<file path="src/rtl/pipeline_pkg.sv">
// Shared pipeline types: bus widths, MEM-stage FSM encoding and the MEM/WB bundle.
package pipeline_pkg;

  localparam int unsigned DATA_W = 32;
  localparam int unsigned REG_AW = 5;

  typedef enum logic {
    IDLE   = 1'b0,
    ACCESS = 1'b1
  } mem_state_e;

  // Also consumed by writeback_cycle; an all-zero value is a bubble.
  typedef struct packed {
    logic              regwrite;
    logic              resultsrc;
    logic [REG_AW-1:0] rd;
    logic [DATA_W-1:0] pcplus4;
    logic [DATA_W-1:0] aluresult;
    logic [DATA_W-1:0] readdata;
  } mem_wb_t;

endpackage

</file>
<file path="src/rtl/memory_cycle_if.sv">
// Data-memory req/ack bus between the MEM stage (master) and data memory (slave).
interface memory_cycle_if;
  import pipeline_pkg::*;

  logic              mem_req;
  logic              mem_we;
  logic [DATA_W-1:0] mem_addr;
  logic [DATA_W-1:0] mem_wdata;
  logic [DATA_W-1:0] mem_rdata;
  logic              mem_ack;

  modport master (
    output mem_req, mem_we, mem_addr, mem_wdata,
    input  mem_rdata, mem_ack
  );

  modport slave (
    input  mem_req, mem_we, mem_addr, mem_wdata,
    output mem_rdata, mem_ack
  );

endinterface

</file>
<file path="src/rtl/memory_cycle_mem_wb_reg.sv">
// MEM/WB pipeline register; a bubble or reset loads an all-zero bundle.
module mem_wb_reg
  import pipeline_pkg::*;
(
  input  logic    clk,
  input  logic    reset,
  input  logic    bubble,
  input  mem_wb_t d,
  output mem_wb_t q
);

  always_ff @(posedge clk) begin
    if (!reset || bubble) begin
      q <= '0;
    end else begin
      q <= d;
    end
  end

endmodule

</file>
<file path="src/rtl/memory_cycle.sv">
// MEM stage: runs loads/stores over the req/ack bus, stalls upstream until the
// handshake completes or times out, and feeds the MEM/WB register.
module memory_cycle
  import pipeline_pkg::*;
#(
  parameter int unsigned MAX_WAIT = 16
) (
  input  logic              clk,
  input  logic              reset,
  input  logic              regwriteM,
  input  logic              MemWriteM,
  input  logic              ResultSrcM,
  input  logic [REG_AW-1:0] RD_M,
  input  logic [DATA_W-1:0] PCPlus4M,
  input  logic [DATA_W-1:0] WriteDataM,
  input  logic [DATA_W-1:0] ALU_ResultM,
  output logic              StallM,
  memory_cycle_if.master    bus,
  output logic              mem_err,
  output logic              regwriteW,
  output logic              ResultSrcW,
  output logic [REG_AW-1:0] RD_W,
  output logic [DATA_W-1:0] PCPlus4W,
  output logic [DATA_W-1:0] ALU_ResultW,
  output logic [DATA_W-1:0] ReadDataW
);

  localparam logic [7:0] LastWait = 8'(MAX_WAIT - 1);

  mem_state_e        state_q, state_d;
  logic [7:0]        cnt_q, cnt_d;
  logic              req_q, req_d;
  logic              we_q, we_d;
  logic [DATA_W-1:0] addr_q, addr_d;
  logic [DATA_W-1:0] wdata_q, wdata_d;
  logic              err_q, err_d;
  logic              bubble;
  logic              access;
  logic              is_load;
  mem_wb_t           wb_d, wb_q;

  assign access  = MemWriteM | ResultSrcM;
  // A combined store+load flag behaves as a store.
  assign is_load = ResultSrcM & ~MemWriteM;

  always_comb begin
    state_d = state_q;
    cnt_d   = cnt_q;
    req_d   = req_q;
    we_d    = we_q;
    addr_d  = addr_q;
    wdata_d = wdata_q;
    err_d   = 1'b0;
    StallM  = 1'b0;
    bubble  = 1'b1;

    wb_d.regwrite  = regwriteM;
    wb_d.resultsrc = is_load;
    wb_d.rd        = RD_M;
    wb_d.pcplus4   = PCPlus4M;
    wb_d.aluresult = ALU_ResultM;
    wb_d.readdata  = '0;

    unique case (state_q)
      IDLE: begin
        if (access) begin
          StallM  = 1'b1;
          req_d   = 1'b1;
          we_d    = MemWriteM;
          addr_d  = ALU_ResultM & ~DATA_W'(3);
          wdata_d = WriteDataM;
          cnt_d   = '0;
          state_d = ACCESS;
        end else begin
          bubble = 1'b0;
        end
      end
      ACCESS: begin
        if (bus.mem_ack) begin
          // Ack beats a coincident timeout.
          req_d         = 1'b0;
          state_d       = IDLE;
          bubble        = 1'b0;
          wb_d.readdata = is_load ? bus.mem_rdata : '0;
        end else if (cnt_q == LastWait) begin
          req_d   = 1'b0;
          state_d = IDLE;
          err_d   = 1'b1;
        end else begin
          StallM = 1'b1;
          if (cnt_q != 8'hff) begin
            cnt_d = cnt_q + 8'd1;
          end
        end
      end
      default: state_d = IDLE;
    endcase
  end

  always_ff @(posedge clk) begin
    if (!reset) begin
      state_q <= IDLE;
      cnt_q   <= '0;
      req_q   <= 1'b0;
      we_q    <= 1'b0;
      addr_q  <= '0;
      wdata_q <= '0;
      err_q   <= 1'b0;
    end else begin
      state_q <= state_d;
      cnt_q   <= cnt_d;
      req_q   <= req_d;
      we_q    <= we_d;
      addr_q  <= addr_d;
      wdata_q <= wdata_d;
      err_q   <= err_d;
    end
  end

  mem_wb_reg u_mem_wb_reg (
    .clk    (clk),
    .reset  (reset),
    .bubble (bubble),
    .d      (wb_d),
    .q      (wb_q)
  );

  assign bus.mem_req   = req_q;
  assign bus.mem_we    = we_q;
  assign bus.mem_addr  = addr_q;
  assign bus.mem_wdata = wdata_q;
  assign mem_err       = err_q;

  assign regwriteW   = wb_q.regwrite;
  assign ResultSrcW  = wb_q.resultsrc;
  assign RD_W        = wb_q.rd;
  assign PCPlus4W    = wb_q.pcplus4;
  assign ALU_ResultW = wb_q.aluresult;
  assign ReadDataW   = wb_q.readdata;

endmodule
</file>
<file path="src/flat_wrapper.sv">
// flat-port wrapper written by rule: the top's interface ports become plain ports
module memory_cycle_flat import pipeline_pkg::*;
#(
  parameter int unsigned MAX_WAIT = 16
)
  (clk, reset, regwriteM, MemWriteM, ResultSrcM, RD_M, PCPlus4M, WriteDataM, ALU_ResultM, StallM, mem_err, regwriteW, ResultSrcW, RD_W, PCPlus4W, ALU_ResultW, ReadDataW, bus_mem_req, bus_mem_we, bus_mem_addr, bus_mem_wdata, bus_mem_rdata, bus_mem_ack);
  memory_cycle_if bus_i ();
  input  logic clk;
  input  logic reset;
  input  logic regwriteM;
  input  logic MemWriteM;
  input  logic ResultSrcM;
  input  logic [REG_AW-1:0] RD_M;
  input  logic [DATA_W-1:0] PCPlus4M;
  input  logic [DATA_W-1:0] WriteDataM;
  input  logic [DATA_W-1:0] ALU_ResultM;
  output logic StallM;
  output logic mem_err;
  output logic regwriteW;
  output logic ResultSrcW;
  output logic [REG_AW-1:0] RD_W;
  output logic [DATA_W-1:0] PCPlus4W;
  output logic [DATA_W-1:0] ALU_ResultW;
  output logic [DATA_W-1:0] ReadDataW;
  output wire logic [$bits(bus_i.mem_req)-1:0] bus_mem_req;
  output wire logic [$bits(bus_i.mem_we)-1:0] bus_mem_we;
  output wire logic [$bits(bus_i.mem_addr)-1:0] bus_mem_addr;
  output wire logic [$bits(bus_i.mem_wdata)-1:0] bus_mem_wdata;
  input wire logic [$bits(bus_i.mem_rdata)-1:0] bus_mem_rdata;
  input wire logic [$bits(bus_i.mem_ack)-1:0] bus_mem_ack;
  assign bus_mem_req = bus_i.mem_req;
  assign bus_mem_we = bus_i.mem_we;
  assign bus_mem_addr = bus_i.mem_addr;
  assign bus_mem_wdata = bus_i.mem_wdata;
  assign bus_i.mem_rdata = bus_mem_rdata;
  assign bus_i.mem_ack = bus_mem_ack;
  memory_cycle #(.MAX_WAIT(MAX_WAIT)) u_core (.clk(clk), .reset(reset), .regwriteM(regwriteM), .MemWriteM(MemWriteM), .ResultSrcM(ResultSrcM), .RD_M(RD_M), .PCPlus4M(PCPlus4M), .WriteDataM(WriteDataM), .ALU_ResultM(ALU_ResultM), .StallM(StallM), .bus(bus_i), .mem_err(mem_err), .regwriteW(regwriteW), .ResultSrcW(ResultSrcW), .RD_W(RD_W), .PCPlus4W(PCPlus4W), .ALU_ResultW(ALU_ResultW), .ReadDataW(ReadDataW));
endmodule
</file>
<file path="config.mk">
export PLATFORM = sky130hd
export DESIGN_NAME = memory_cycle_flat
export DESIGN_NICKNAME = d
export VERILOG_FILES = /design/src/rtl/pipeline_pkg.sv /design/src/rtl/memory_cycle_if.sv /design/src/rtl/memory_cycle_mem_wb_reg.sv /design/src/rtl/memory_cycle.sv /design/src/flat_wrapper.sv
export SDC_FILE = /design/constraint.sdc
export NUM_CORES = 1
export LEC_CHECK = 0
export CAP_MARGIN = 20
export CORE_ASPECT_RATIO = 0.7
export CORE_UTILIZATION = 40
export CTS_BUF_LIST = sky130_fd_sc_hd__clkbuf_8
export CTS_CLUSTER_DIAMETER = 50
export CTS_CLUSTER_SIZE = 10
export DETAILED_ROUTE_END_ITERATION = 16
export GPL_ROUTABILITY_DRIVEN = 0
export HOLD_SLACK_MARGIN = 0.05
export PLACE_DENSITY = 0.92
export SLEW_MARGIN = 20
export SYNTH_ARGS = -nofsm -noshare
export SYNTH_HDL_FRONTEND = slang
export SYNTH_SLANG_ARGS = --single-unit
</file>
<file path="constraint.sdc">
create_clock -name clk -period 1.9 [get_ports clk]
set_input_delay 0.285 -clock clk [delete_from_list [all_inputs] [get_ports clk]]
set_output_delay 0.285 -clock clk [all_outputs]
set_load 0.03 [all_outputs]
</file>
After elaboration in Yosys (flattened, before gate mapping)
Cells that the tools add are included.
{"block": "classes", "bitwise": 7, "eq_ne": 7, "n_reduce_logical": 7, "muxes": 16, "n_addsub": 1}
{"cell": "$mux W8", "n": 4}
{"cell": "$pmux W8 S2", "n": 1}
{"cell": "$add A8 B1 Y8 const B", "n": 1}
{"cell": "$eq A8 B4 Y1 const B", "n": 1}
{"cell": "$mux W1", "n": 8}
{"cell": "$ne A8 B8 Y1 const B", "n": 1}
{"cell": "$ne A2 B2 Y1 const B", "n": 3}
{"cell": "$pmux W1 S2", "n": 3}
{"cell": "$not A1 Y1", "n": 5}
{"cell": "$reduce_and A2 Y1", "n": 2}
{"cell": "$reduce_and A4 Y1", "n": 1}
{"cell": "$reduce_or A4 Y1", "n": 1}
{"cell": "$ne A3 B3 Y1 const B", "n": 1}
{"cell": "$reduce_or A3 Y1", "n": 1}
{"cell": "$ne A2 B1 Y1 const B", "n": 1}
{"cell": "$and A1 B1 Y1", "n": 1}
{"cell": "$logic_not A1 Y1", "n": 1}
{"cell": "$logic_or A1 B1 Y1", "n": 1}
{"cell": "$or A1 B1 Y1", "n": 1}
{"block": "word_totals", "in_bits": 139, "out_inout_bits": 171, "word_cells": 51, "register_bits": 177}

Logic depth before layout (Yosys ltp)
{"block": "logic_depth", "ltp_word": 5, "depth_mapped": 5, "ltp_nobuf": 5}

By module
A second synthesis with hierarchy kept.
{"block": "unflattened", "cells_unflattened": 611, "hier_area_um2": 6321.1}
{"mod": "mem_wb_reg", "instances": 1, "area_each_um2": 3170.5, "cells_per_inst": 228, "seq_area_each_um2": 2062.0}
{"mod": "memory_cycle", "instances": 1, "area_each_um2": 3150.5, "cells_per_inst": 383, "seq_area_each_um2": 1481.4}

Least setup slack after synthesis
No wires, ideal clock.
{"block": "synth_timing", "path_type": "register to output", "from": "register u_core.cnt_q[0]", "to": "output port StallM", "t_required_ns": 1.615, "arrival_time_ns": 1.345, "setup_slack_ns": 0.270, "path_stages_with_launch": 5, "n_path_buf": 0, "path_cell_list": "dfxtp_1 ha_1 and3_1 nand4b_1 nor2b_1"}
{"block": "synth_via", "elab_chain_cells": 4}
{"element": "start, declared", "line": "memory_cycle.sv:31", "rtl": "logic [7:0] cnt_q, cnt_d;"}
{"element": "start signal, assigned", "line": "memory_cycle.sv:111", "rtl": "cnt_q <= cnt_d;"}
{"element": "$eq A8 B4 Y1", "line": "memory_cycle.sv:85", "rtl": "end else if (cnt_q == LastWait) begin"}
{"element": "$mux W1", "line": "memory_cycle.sv:85"}
{"element": "$mux W1", "line": "memory_cycle.sv:79", "rtl": "if (bus.mem_ack) begin"}
{"element": "$pmux W1 S2", "line": "memory_cycle.sv:64", "rtl": "unique case (state_q)"}
{"element": "end, declared", "line": "flat_wrapper.sv:17", "rtl": "output logic StallM;"}
No other way between the ends.

Final worst setup path
Ends and elaborated chain as after synthesis.

==> metrics.yaml <==
global_route:
  antenna_found_initial: 0
  grt_busiest_layer: "met2"
  grtUsageMet3_pct: 8.03
  use_met1_pct: 26.7
  globalRoute.totalOverflow: 0
  grt_pass1_vias: 5252
  grt_max_degree: 77
  grt_pass1_wl_mm: 26.5
  grt_util_met2_pct: 42.9
  grt.total_usage_pct: 23.9
clock_tree:
  cts_tree: "done"
  clk-insertion-delay-late_ps: 440
  htree_levels: 4
  clock_sinks: 177
  cts_buffer_depth: 2
  clk_pin_slew_ps: 90
  cts_root_buf: "clkbuf_8"
  numCtsBuffers: 17
logic_synthesis:
  synthAdderAreaFrac_pct: 0.224
  synth_xor_area_share_pct: 0
  yosys.area_share.simple_pct: 23.7
  yosys.area.top_type: "dfxtp_1"
  ys.warnings.count: 0
  synth_edf_count: 0
  syn_area_um2: 5590
  synthMuxAreaShare_pct: 0.381
  yosys_register_bits: 177
  synthArstFlopShare_pct: 0
  synth_top_family_by_area: "simple AND/OR/NAND/NOR gates"
  syn-instance-count: 574
  synthTopCellsByArea: "dfxtp_1, nand2_1, and3_1"
  synth_top_flop_cell: "dfxtp_1"
  synth_top_cell_area_share_pct: 63.4
  synth_compound_area_share_pct: 8.51
  ys_types: 42
  synth_area_per_cell_um2: 9.74
  ys_seq_area_share_pct: 63.4
outcome:
  outcome: "finished, final reports clean"
final_layout:
  final_util_pct: 70.3
  register_area_um2: 3550
  layout_commonest_cell: "clkdlybuf4s50_1"
  layout_common_cells: "clkdlybuf4s50_1, dfxtp_1, nand2_1, and3_1, a21oi_1"
  n_antenna_cell: 0
  syn2layout_area_growth_pct: 68.6
  drive_gt1_share_pct: 8.27
  nFillCells: 976
  multi_input_area_um2: 1890
  instances_no_fill: 1080
  finalNetCount: 1022
min_path:
  min_from: "reset"
  whs_path_depth: 3
  hold_class: "primary input to flop"
  min_to: "u_core.cnt_q[4]"
setup_path:
  r2r_setup_slack_ps: 270
  start_kind: "flop"
  crit_fanout: 2
  ff2ff_path_depth: 4
  cp-end-kind: "primary output"
  critPathArrivalTime_ps: 1570
  crit_type: "flop to primary output"
  r2r_start: "u_core.cnt_q[7]"
  r2r-end: "u_core.cnt_q[6]"
  required_ps: 1620
timing:
  final-hold-violation-count: 0
  holdWs_ps: 240
  fin_tns_setup_ps: 0
  worstMarginPinSlew_ps: 646
  fin_crit_sh_pct: 97.5
  setup_viol: 0
  rsz0062_at_grt: "true"
  fmax_mhz: 540
  drv_slew: 0
  relSlewSlack_pct: 56.9
  period_needed_ps: 1850
  skew_ps: 11.1
routing:
  drt_wl_total_mm: 17.5
  drt_iter0_drc: 200
  routedWlPerCell_um: 16.2
  avgViaCountPerCell: 4.80
  antenna_left: 0
  route.detailed.drc: 0
  dr.pass1.iters: 4
  route.vias.total: 5188
placed_design:
  port_buffers: 307
  hpwl_mm: 13.0
  numPlacedInstances: 1043
floorplanning:
  die_h_um: 101
  start_util_pct: 41.7
  fp-row-count: 35
  die_w_um: 143
  io_pins: 310
  core_um2: 13400
  die_area_um2: 14500
pwr:
  ir_drop_uv: 563
  total_power_mw: 8.02
  power.density_nw_per_um2: 851
  p_leak_nw: 3.85
flow_run:
  drv_cap: 0
## where the power goes
group          internal (mW)  leakage (nW)  switching, mW
registers               3.87          1.45         0.0721
logic                  0.685          2.19          0.746
clock network           1.15         0.210           1.49
## per-layer routing
| layer | routed length (µm) | vias up | share of wire [%] |
|---|---|---|---|
| met5 | 0 | - | 0 |
| met4 | 229 | 0 | 1.3 |
| met3 | 1500 | 20 | 8.6 |
| met2 | 8800 | 204 | 50 |
| met1 | 6950 | 2454 | 40 |
| li1 | - | 2510 | - |
## through the flow
stage               area (µm²)  setup slack, ps
floorplan                 5590              270
global placement          8930              156
detailed placement        8930              120
CTS                       9400            -9.30
global route              9420            -28.4
finish                    9420             47.6
## worst max path at each step
stage	cells after the start	slack [ps]	to	startpoint
after floorplan	4	270	StallM	u_core.cnt_q[0]
after global placement	7	160	u_core.cnt_q[2]	bus_mem_ack
after detailed placement	7	120	u_core.cnt_q[2]	bus_mem_ack
after CTS	5	-9	StallM	u_core.cnt_q[1]
after global routing	5	-30	StallM	u_core.cnt_q[1]
final	5	50	StallM	u_core.cnt_q[0]
## flip-flops by register name, indices dropped and copies added, names as in the netlist
| register | flops |
|---|---|
| u_core.state_q | 1 |
| u_core.u_mem_wb_reg.q | 103 |
| u_core.cnt_q | 8 |
| u_core.bus.mem_req | 1 |
| u_core.bus.mem_we | 1 |
| u_core.mem_err | 1 |
| u_core.bus.mem_addr | 30 |
| u_core.bus.mem_wdata | 32 |
## layout make-up
class	count	area share [%]
clock inverter	14	1.77
inverter	4	0.159
tap	185	2.46
clock buffer	18	2.63
timing repair buffer	330	35.2
sequential	177	37.7
multi-input combinational	352	20.1
## synth_stat cells (all sizes together), types with 2 or more instances
cell / count
a31oi: 2
or4: 2
nand3: 5
nand4: 4
o21ai: 4
nor4: 2
buf: 15
and2: 33
clkbuf: 27
nor2b: 3
a21oi: 68
o31ai: 2
nor2: 7
or3: 2
nand2: 129
and3: 71
inv: 4
dfxtp: 177
nand2b: 3
## what timing repair did
item	CTS	global route
endpoints found under the setup margin	1	1
endpoints found under the hold margin	0	0
hold buffers	0	0
resized for setup	7	5
pin swaps	2	1
setup buffers	4	1
cloned	0	0
## kinds of logic (layout without fill, tap and decap cells)
logic type	Yosys count	after routing
AO/OA/AOI/OAI	83	83
AND/OR/NAND/NOR	264	264
buffers and inverters	46	366
multiplexers	2	2
flip-flops	177	177
adder cells (fa/ha/maj)	1	1
other	1	2
## worst max-delay path: stages, from the launching register on
cell and delay [ps]:
dfxtp_4 370, ha_4 130, and3_4 190, nand4b_1 150
nor2b_4 170, buf_6 130
Power figures use the tool's default switching activity.
